$ cat src/rtl/ps2_host_tx.sv
// Host-to-device PS/2 transmitter: drives the open-drain clock/data pins through
// output enables, frames one command byte per request and reports ACK, NACK or timeout.
module ps2_host_tx #(
    parameter int INHIBIT_CYC  = 3360,
    parameter int FIRST_TO_CYC = 420000,
    parameter int PKT_TO_CYC   = 56000,
    parameter int FILTER_LEN   = 8
) (
    input  logic       clk28,
    input  logic       rst,
    input  logic       ps2_clk_in,
    input  logic       ps2_dat_in,
    output logic       ps2_clk_oe,
    output logic       ps2_dat_oe,
    input  logic [7:0] tx_data,
    input  logic       tx_valid,
    output logic       tx_ready,
    output logic       rx_inhibit,
    output logic       done,
    output logic       error,
    output logic       err_timeout
);

    localparam int TW = $clog2(FIRST_TO_CYC + 1);
    localparam int FW = $clog2(FILTER_LEN + 1);

    localparam logic [TW-1:0] TIMER_MAX  = '1;
    localparam logic [TW-1:0] INH_LAST   = TW'(INHIBIT_CYC - 1);
    localparam logic [TW-1:0] INH_DAT    = TW'(INHIBIT_CYC - 16);
    localparam logic [TW-1:0] FIRST_LAST = TW'(FIRST_TO_CYC - 1);
    localparam logic [TW-1:0] PKT_LAST   = TW'(PKT_TO_CYC - 1);

    typedef enum logic [2:0] {
        IDLE, INHIBIT, REQ, XFER, ACK, WAITREL, ERR
    } state_t;

    // Index 0 is the clock line, index 1 the data line.
    logic [1:0]    meta, sync, filt;
    logic [FW-1:0] cnt [2];
    logic          clk_prev;
    logic          fall;

    // NOTE: sequential state uses non-blocking assignments so every flop samples pre-edge values.
    always_ff @(posedge clk28 or posedge rst) begin
        if (rst) begin
            meta     <= '1;
            sync     <= '1;
            filt     <= '1;
            clk_prev <= 1'b1;
            for (int i = 0; i < 2; i++) cnt[i] <= '0;
        end else begin
            meta     <= {ps2_dat_in, ps2_clk_in};
            sync     <= meta;
            clk_prev <= filt[0];
            for (int i = 0; i < 2; i++) begin
                if (sync[i] == filt[i]) begin
                    cnt[i] <= '0;
                end else if (cnt[i] == FW'(FILTER_LEN - 1)) begin
                    filt[i] <= sync[i];
                    cnt[i]  <= '0;
                end else begin
                    cnt[i] <= cnt[i] + FW'(1);
                end
            end
        end
    end

    assign fall = clk_prev & ~filt[0];

    state_t        state, state_d;
    logic [TW-1:0] timer, timer_d;
    logic [3:0]    bc, bc_d;
    logic [7:0]    sr, sr_d;
    logic          par, par_d;
    logic          drv, drv_d;
    logic          go_err, err_to, done_d;
    logic          clk_oe_d, dat_oe_d;

    // NOTE: every output of this block gets a default first, so no path can infer a latch.
    always_comb begin
        state_d = state;
        timer_d = (timer == TIMER_MAX) ? timer : timer + TW'(1);
        bc_d    = bc;
        sr_d    = sr;
        par_d   = par;
        drv_d   = drv;
        done_d  = 1'b0;
        go_err  = 1'b0;
        err_to  = 1'b0;

        case (state)
            IDLE: begin
                timer_d = '0;
                if (tx_valid) begin
                    state_d = INHIBIT;
                    sr_d    = tx_data;
                    par_d   = ~^tx_data;
                    bc_d    = '0;
                end
            end
            INHIBIT: begin
                if (timer == INH_LAST) begin
                    state_d = REQ;
                    timer_d = '0;
                end
            end
            REQ: begin
                if (fall) begin
                    state_d = XFER;
                    timer_d = '0;
                    bc_d    = 4'd1;
                    drv_d   = ~sr[0];
                end else if (timer == FIRST_LAST) begin
                    go_err = 1'b1;
                    err_to = 1'b1;
                end
            end
            XFER: begin
                // The packet timer keeps running across bits; only REQ->XFER clears it.
                if (fall) begin
                    bc_d = bc + 4'd1;
                    if (bc <= 4'd7)       drv_d = ~sr[bc[2:0]];
                    else if (bc == 4'd8)  drv_d = ~par;
                    else if (bc == 4'd9)  drv_d = 1'b0;
                    else                  state_d = ACK;
                end else if (timer == PKT_LAST) begin
                    go_err = 1'b1;
                    err_to = 1'b1;
                end
            end
            ACK: begin
                if (filt[1]) begin
                    go_err = 1'b1;
                end else if (timer == PKT_LAST) begin
                    go_err = 1'b1;
                    err_to = 1'b1;
                end else begin
                    state_d = WAITREL;
                end
            end
            WAITREL: begin
                if (filt[0] && filt[1]) begin
                    state_d = IDLE;
                    timer_d = '0;
                    done_d  = 1'b1;
                end else if (timer == PKT_LAST) begin
                    go_err = 1'b1;
                    err_to = 1'b1;
                end
            end
            ERR: begin
                state_d = IDLE;
                timer_d = '0;
            end
            default: begin
                state_d = IDLE;
                timer_d = '0;
            end
        endcase

        if (go_err) begin
            state_d = ERR;
            timer_d = '0;
        end
    end

    // Pin enables are decoded from next-state values and registered, so the pins never glitch.
    always_comb begin
        clk_oe_d = (state_d == INHIBIT);
        case (state_d)
            INHIBIT: dat_oe_d = (timer_d >= INH_DAT);
            REQ:     dat_oe_d = 1'b1;
            XFER:    dat_oe_d = drv_d;
            default: dat_oe_d = 1'b0;
        endcase
    end

    always_ff @(posedge clk28 or posedge rst) begin
        if (rst) begin
            state       <= IDLE;
            timer       <= '0;
            bc          <= '0;
            sr          <= '0;
            par         <= 1'b0;
            drv         <= 1'b0;
            ps2_clk_oe  <= 1'b0;
            ps2_dat_oe  <= 1'b0;
            done        <= 1'b0;
            error       <= 1'b0;
            err_timeout <= 1'b0;
        end else begin
            state      <= state_d;
            timer      <= timer_d;
            bc         <= bc_d;
            sr         <= sr_d;
            par        <= par_d;
            drv        <= drv_d;
            ps2_clk_oe <= clk_oe_d;
            ps2_dat_oe <= dat_oe_d;
            done       <= done_d;
            error      <= go_err;
            if (go_err) err_timeout <= err_to;
        end
    end

    assign tx_ready   = (state == IDLE);
    assign rx_inhibit = (state != IDLE);

endmodule

$ cat config.mk
export PLATFORM = sky130hd
export DESIGN_NAME = ps2_host_tx
export DESIGN_NICKNAME = d
export VERILOG_FILES = /design/src/rtl/ps2_host_tx.sv
export SDC_FILE = /design/constraint.sdc
export NUM_CORES = 1
export LEC_CHECK = 0
export BUFFER_PORTS_ARGS = -buffer_cell sky130_fd_sc_hd__buf_2
export CORE_MARGIN = 10
export CORE_UTILIZATION = 55
export CTS_BUF_LIST = sky130_fd_sc_hd__clkbuf_2 sky130_fd_sc_hd__clkbuf_4 sky130_fd_sc_hd__clkbuf_8
export CTS_CLUSTER_DIAMETER = 100
export DETAILED_ROUTE_END_ITERATION = 8
export GPL_TIMING_DRIVEN = 0
export PLACE_DENSITY = 0.76
export SLEW_MARGIN = 20
export SYNTH_ARGS = -nofsm -noshare
export SYNTH_HDL_FRONTEND = slang
export SYNTH_SLANG_ARGS = --single-unit
$ cat constraint.sdc
create_clock -name clk28 -period 2.22 [get_ports clk28]
set_input_delay 0.555 -clock clk28 [delete_from_list [all_inputs] [get_ports clk28]]
set_output_delay 0.555 -clock clk28 [all_outputs]
set_load 0.02 [all_outputs]
==> Word-level counts from Yosys, hierarchy flattened <==
Index checks and enable logic that the tools add are counted.
{ "word_totals": {"regBits": 56, "word_cells": 109, "output_inout_bits": 7, "input_bits": 13} }
{ "op_classes": {"n_reduce_logical": 10, "n_mux": 46, "eq_ne": 21, "magnitude_cmp": 3, "n_addsub": 4, "n_bitwise": 7} }
{ "ops": {"columns": ["cell", "count"], "rows": [
  ["2-to-1 mux 19 bit", 5],
  ["one-hot mux 19 bit (4 select lines)", 1],
  ["== test 19 bit (second input constant)", 2],
  ["2-to-1 mux 3 bit", 11],
  ["2-to-1 mux 4 bit", 7],
  ["adder 19 x 1 -> 19 bit (second input constant)", 1],
  ["== test 19 x 12 -> 1 bit (second input constant)", 1],
  ["== test 19 x 16 -> 1 bit (second input constant)", 1],
  ["greater-or-equal comparator 19 x 12 -> 1 bit (second input constant)", 1],
  ["one-hot mux 3 bit (6 select lines)", 1],
  ["2-to-1 mux 1 bit", 15],
  ["adder 4 x 1 -> 4 bit (second input constant)", 3],
  ["== test 3 x 2 -> 1 bit (second input constant)", 4],
  ["one-hot mux 4 bit (3 select lines)", 1],
  ["== test 4 x 3 -> 1 bit (second input constant)", 2],
  ["== test 4 bit (second input constant)", 2],
  ["one-hot mux 1 bit (4 select lines)", 2],
  ["XNOR reduction 8 bit", 1],
  ["== test 3 x 1 -> 1 bit (second input constant)", 2],
  ["== test 3 bit (second input constant)", 2],
  ["inequality test 2 bit (second input constant)", 3],
  ["inverter 1 bit", 6],
  ["AND reduction 2 bit", 3],
  ["nonzero test 3 bit", 2],
  ["other kinds (11)", 12]
]} }

==> Depth between registers and ports, before layout <==
{ "logic_depth": {"depth_word": 9, "mapped_depth": 9, "depth_no_buf": 9} }

==> Worst setup path after synthesis <==
No wires, ideal clock.
{ "synth_path": {"kind": "reg2reg", "from": "reg timer[6]", "to": "reg ps2_dat_oe", "t_arrival_ns": 2.166, "period_less_slack_ns": 2.293, "setup_ns": 0.127, "slack_ns": -0.073, "path_stages_with_launch": 9, "path_buffers": 1, "t_required_ns": 2.093, "cell_sequence": "dfrtp_1 buf_6 nand4_1 nor3_1 and3_1 mux2_2 or4_1 a311oi_1 o21ai_1"} }
{ "synth_between": {"elab_chain_len": 7, "elab_cells_between_ends": 28, "cone_classes": "add/sub (1); order compare (1); eq/ne (7); mux (19)"} }
{ "synth_lines": {"columns": ["element", "line", "text"], "rows": [
  ["start: declaration", "71", "logic [TW-1:0] timer, timer_d;"],
  ["start signal: assignment", "193", "timer <= timer_d;"],
  ["adder 19 x 1 -> 19 bit (tied with other cells)", "82", "timer_d = (timer == TIMER_MAX) ? timer : timer + TW'(1);"],
  ["2-to-1 mux 19 bit (tied with other cells)", "82", null],
  ["2-to-1 mux 19 bit (tied with other cells)", "142", "if (filt[0] && filt[1]) begin"],
  ["one-hot mux 19 bit (4 select lines) (tied with other cells)", "91", "case (state)"],
  ["2-to-1 mux 19 bit / 2-to-1 mux 3 bit (equally long branches)", "161", "if (go_err) begin"],
  ["greater-or-equal comparator 19 x 12 -> 1 bit (tied with other cells)", "171", "INHIBIT: dat_oe_d = (timer_d >= INH_DAT);"],
  ["one-hot mux 1 bit (3 select lines) (*)", "170", "case (state_d)"],
  ["named net dat_oe_d", "77", "logic clk_oe_d, dat_oe_d;"],
  ["end signal: assignment", "199", "ps2_dat_oe <= dat_oe_d;"],
  ["end: declaration", "14", "output logic ps2_dat_oe,"]
]} }
Mark *: on every way through the listed nets, which the timed path passes. The rest lies on a longest branch.
A chain may end at the register's enable or synchronous reset.

==> Final worst setup path <==
Ends and elaborated chain as after synthesis.

==> impl_results.md <==
- Post-DP HPWL: 4960 um
- Die Wd: a little under 100 um
- Clock Skew: about 14 ps
- Pin count of the biggest net entering global routing: 57
- Area Overhead vs Synth: 24.6%
- Final Max Slew Viols: 0
- Final ANT Viol Nets: 0
- Setup repair after global routing missed its margin: yes
- Critical path required time: about 2400 ps
- Failing checks: setup timing
- DR pass1 iterations: 4
- Hold_buf cts: 0
- Switching Share: between 20% and 30%
- Power per cell area: 511 nW/um2
- Fin crit share: 108%
- IO Pins: 20
- Share of cells above drive strength 1: roughly 38%
- Crit path capture type: flop
- Number of I/O port buffers: 19
- Setup Viol. Count Final: 15
- Num Clock Sinks: 56
- Sequential cell area: roughly 1400 um2
- Dominant cell type by area after synthesis: dfrtp_1
- DIE AREA: ~9400 um2
- WL final: approximately 7900 um
- Worst VDD drop: 0.309 mV
- Sequential share of power: between 50% and 60%
- Worst setup path class: reg -> reg
- Fin nets: between 400 and 500
- CP max stage delay: roughly 500 ps
- Number of global-route vias before repair: between 2,000 and 3,000
- Slowest cell on crit path: or4_4
- Final hold vios: 0
- Sequential-to-total area share from yosys stat: 43.1%
- Logic pwr share: between 10% and 20%
- Total CTS buffers: 5
- Synth top area cells: dfrtp_1 (38%), dfstp_2 (5.6%), xnor2_1 (5.6%)
- Mean Syn Cell Area: between 9 and 10 um2
- Area of the multi-input gates: 1970 um2
- Max-Cap Viols: 0
- Max clock buf depth: 2
- Yosys cell types: between 60 and 70
- Max_slew headroom: a little under three fifths
- Min-delay worst type: in -> reg
- Crit path buf inv count: 1
- Critical Path Stages: 8
- CTS root buffer: clkbuf_8
- Hold depth: 1
- Initial DRC count: approximately 320
- Asr flop ratio synth: 100%
- Total routing usage reported by global routing: between 10% and 20%
- Worst-Skew Late Latency: 310 ps
- Fmax: about 420 MHz
- Pint: between 1500 and 2000 uW
- Via density: a little over 6
- Die H: a little under 100 um
- Site row count: 28
- H-tree depth reported by CTS: 2
- EDFF count, synth: 0
- Max FO, Critical Path: 3
- Clk slew on worst S/H paths: roughly 100 ps
- Inst Count DP: around 430
- CTS tree: yes
- Number of fillers in the final layout: 421
- Initial antenna violation count: 0
- Synth Instances: 331
- Final worst setup slack: -179 ps
- Post-route insts no fill: ~460
- Crit path arrival time: around 2600 ps
- Yosys warns: 0
- GRT overflow: 0
- Post-route DRC: 0
- Worst Tran Pin Value: about 660 ps
- Vias: ~2,800
- WL/cell: 17.2 um
- Fin crit period: approximately 2400 ps
- CP delay by family, top: simple AND/OR/NAND/NOR gates
- Initial core utilization: 55.9%
- Yosys reg bits: 56
- Crit start category: flop
- Syn nets: 352
- Yosys top cell area share: roughly 38%
- Gpl congestion: 0.974
- Syn Std Cell Area: around 3300 um2
- Status: finished, violations left
- NetSw: 508 uW
- Clock power frac: 31.6%
- Worst reg2reg path depth: 8
- Main synth FF type: dfrtp_1
- N_diodes: 0
- CP cell instances: buf_6, nand4_1, nor3_4, and3_4, mux2_4, or4_4, a311oi_2, o21ai_1
- First-pass GRT wire length: roughly 13,000 um
- Core Util, Final: between 60% and 70%
- Leakage power: around 0.0017 uW
- Core Footprint: a little under 6000 um2
registers in the layout (all words and copies together) (netlist names), 2 cells and up:
signal and cells:
filt 2, sync 2, meta 2, bc 4
cnt 8, sr 8, timer 19, state 3
power by group through the flow:
stage,clock [uW],combinational (uW),sequential (uW)
floorplan,0,172,1180
finish,658,238,1180
global route,723,267,1200
CTS,682,221,1190
global placement,0,211,1200
detailed placement,0,218,1210
layer usage:
layer / GRT usage (%) / routed length (um) / share of wire, % / vias up
li1: - / - / - / 1295
met1: 21.0 / 3460 / 44 / 1346
met2: 23.9 / 3720 / 47 / 104
met3: 3.41 / 435 / 5.5 / 28
met4: 4.20 / 247 / 3.1 / 0
met5: 0 / 0 / 0 / -
final timing paths:
path,startpoint,end,slack (ps)
setup / recovery,timer[6]$_DFF_PP0_,ps2_dat_oe$_DFF_PP0_,-180
hold / removal,ps2_clk_in,meta[0]$_DFF_PP1_,330
setup reg to reg,timer[6]$_DFF_PP0_,ps2_dat_oe$_DFF_PP0_,-180
hold reg to reg,meta[1]$_DFF_PP1_,sync[1]$_DFF_PP1_,370
max in group asynchronous,rst,timer[12]$_DFF_PP0_,1380
min in group asynchronous,rst,sr[1]$_DFFE_PP0P_,340
cell type report:
cell class,instances,area share (%)
buffer,9,1.60
timing repair buffer,49,8.76
multi-input combinational,246,48.4
inverter,14,1.35
tap,75,2.30
clock buffer,6,1.87
sequential,56,34.8
clock inverter,2,0.860
stage by stage:
stage,hold slack [ps],power [uW],setup slack [ps],setup TNS (ps),area (um2)
after CTS,327,2090,-155,-1550,3820
after detailed placement,348,1420,-337,-4820,3470
after global routing,320,2180,-248,-1800,4070
final,332,2080,-179,-790,4070
after floorplan,345,1350,-4.03,-4.03,3280
after global placement,346,1410,-412,-23470,3470
kinds of logic (layout without fill, tap and decap cells):
kind of cell               count (synthesis)  count (layout)  synth area share [%]
adders and majority gates                  8               8                  3.06
muxes                                     17              17                  6.47
DFF                                       56              56                  43.1
AOI/OAI and AO/OA                         55              55                  12.4
and+or+nand+nor                          143             143                  24.3
buffers and inverters                     29              80                  4.48
xor gates and xnor gates                  23              23                  6.16
cell usage in the layout (no fill, tap or decap), types with 4 or more instances in the layout:
| master | instances |
|---|---|
| nor2b_1 | 5 |
| o211ai_1 | 4 |
| a31oi_1 | 6 |
| nor3b_1 | 4 |
| dfrtp_2 | 6 |
| nor2_1 | 21 |
| nand4_1 | 7 |
| a21o_1 | 4 |
| o21ai_0 | 10 |
| nor3_1 | 10 |
| nand3_1 | 9 |
| buf_2 | 23 |
| a21oi_1 | 4 |
| nor2_4 | 7 |
| xnor2_1 | 21 |
| ha_1 | 7 |
| clkbuf_8 | 5 |
| or2_2 | 4 |
| nand2b_1 | 4 |
| nand2_1 | 26 |
| inv_1 | 12 |
| dfrtp_1 | 43 |
| and4_1 | 5 |
| dfstp_2 | 7 |
| buf_6 | 5 |
| buf_4 | 25 |
| mux2_2 | 11 |
synth_stat cells, types with 6 or more instances:
library cell / count
dfrtp_1: 49
nor2_1: 31
nand2_1: 26
xnor2_1: 21
inv_1: 14
nor3_1: 14
mux2_2: 13
nand3_1: 11
o21ai_0: 10
ha_1: 8
a21oi_1: 7
clkbuf_1: 7
dfstp_2: 7
nand4_1: 7
nor2b_1: 7
a31oi_1: 6
repair_timing:
action	4_1_cts	5_1_grt
setup buffers	14	15
endpoints found under the setup margin	22	27
resized for setup	26	40
cloned	0	1
pin swaps	10	25
Power figures use the tool's default switching activity.
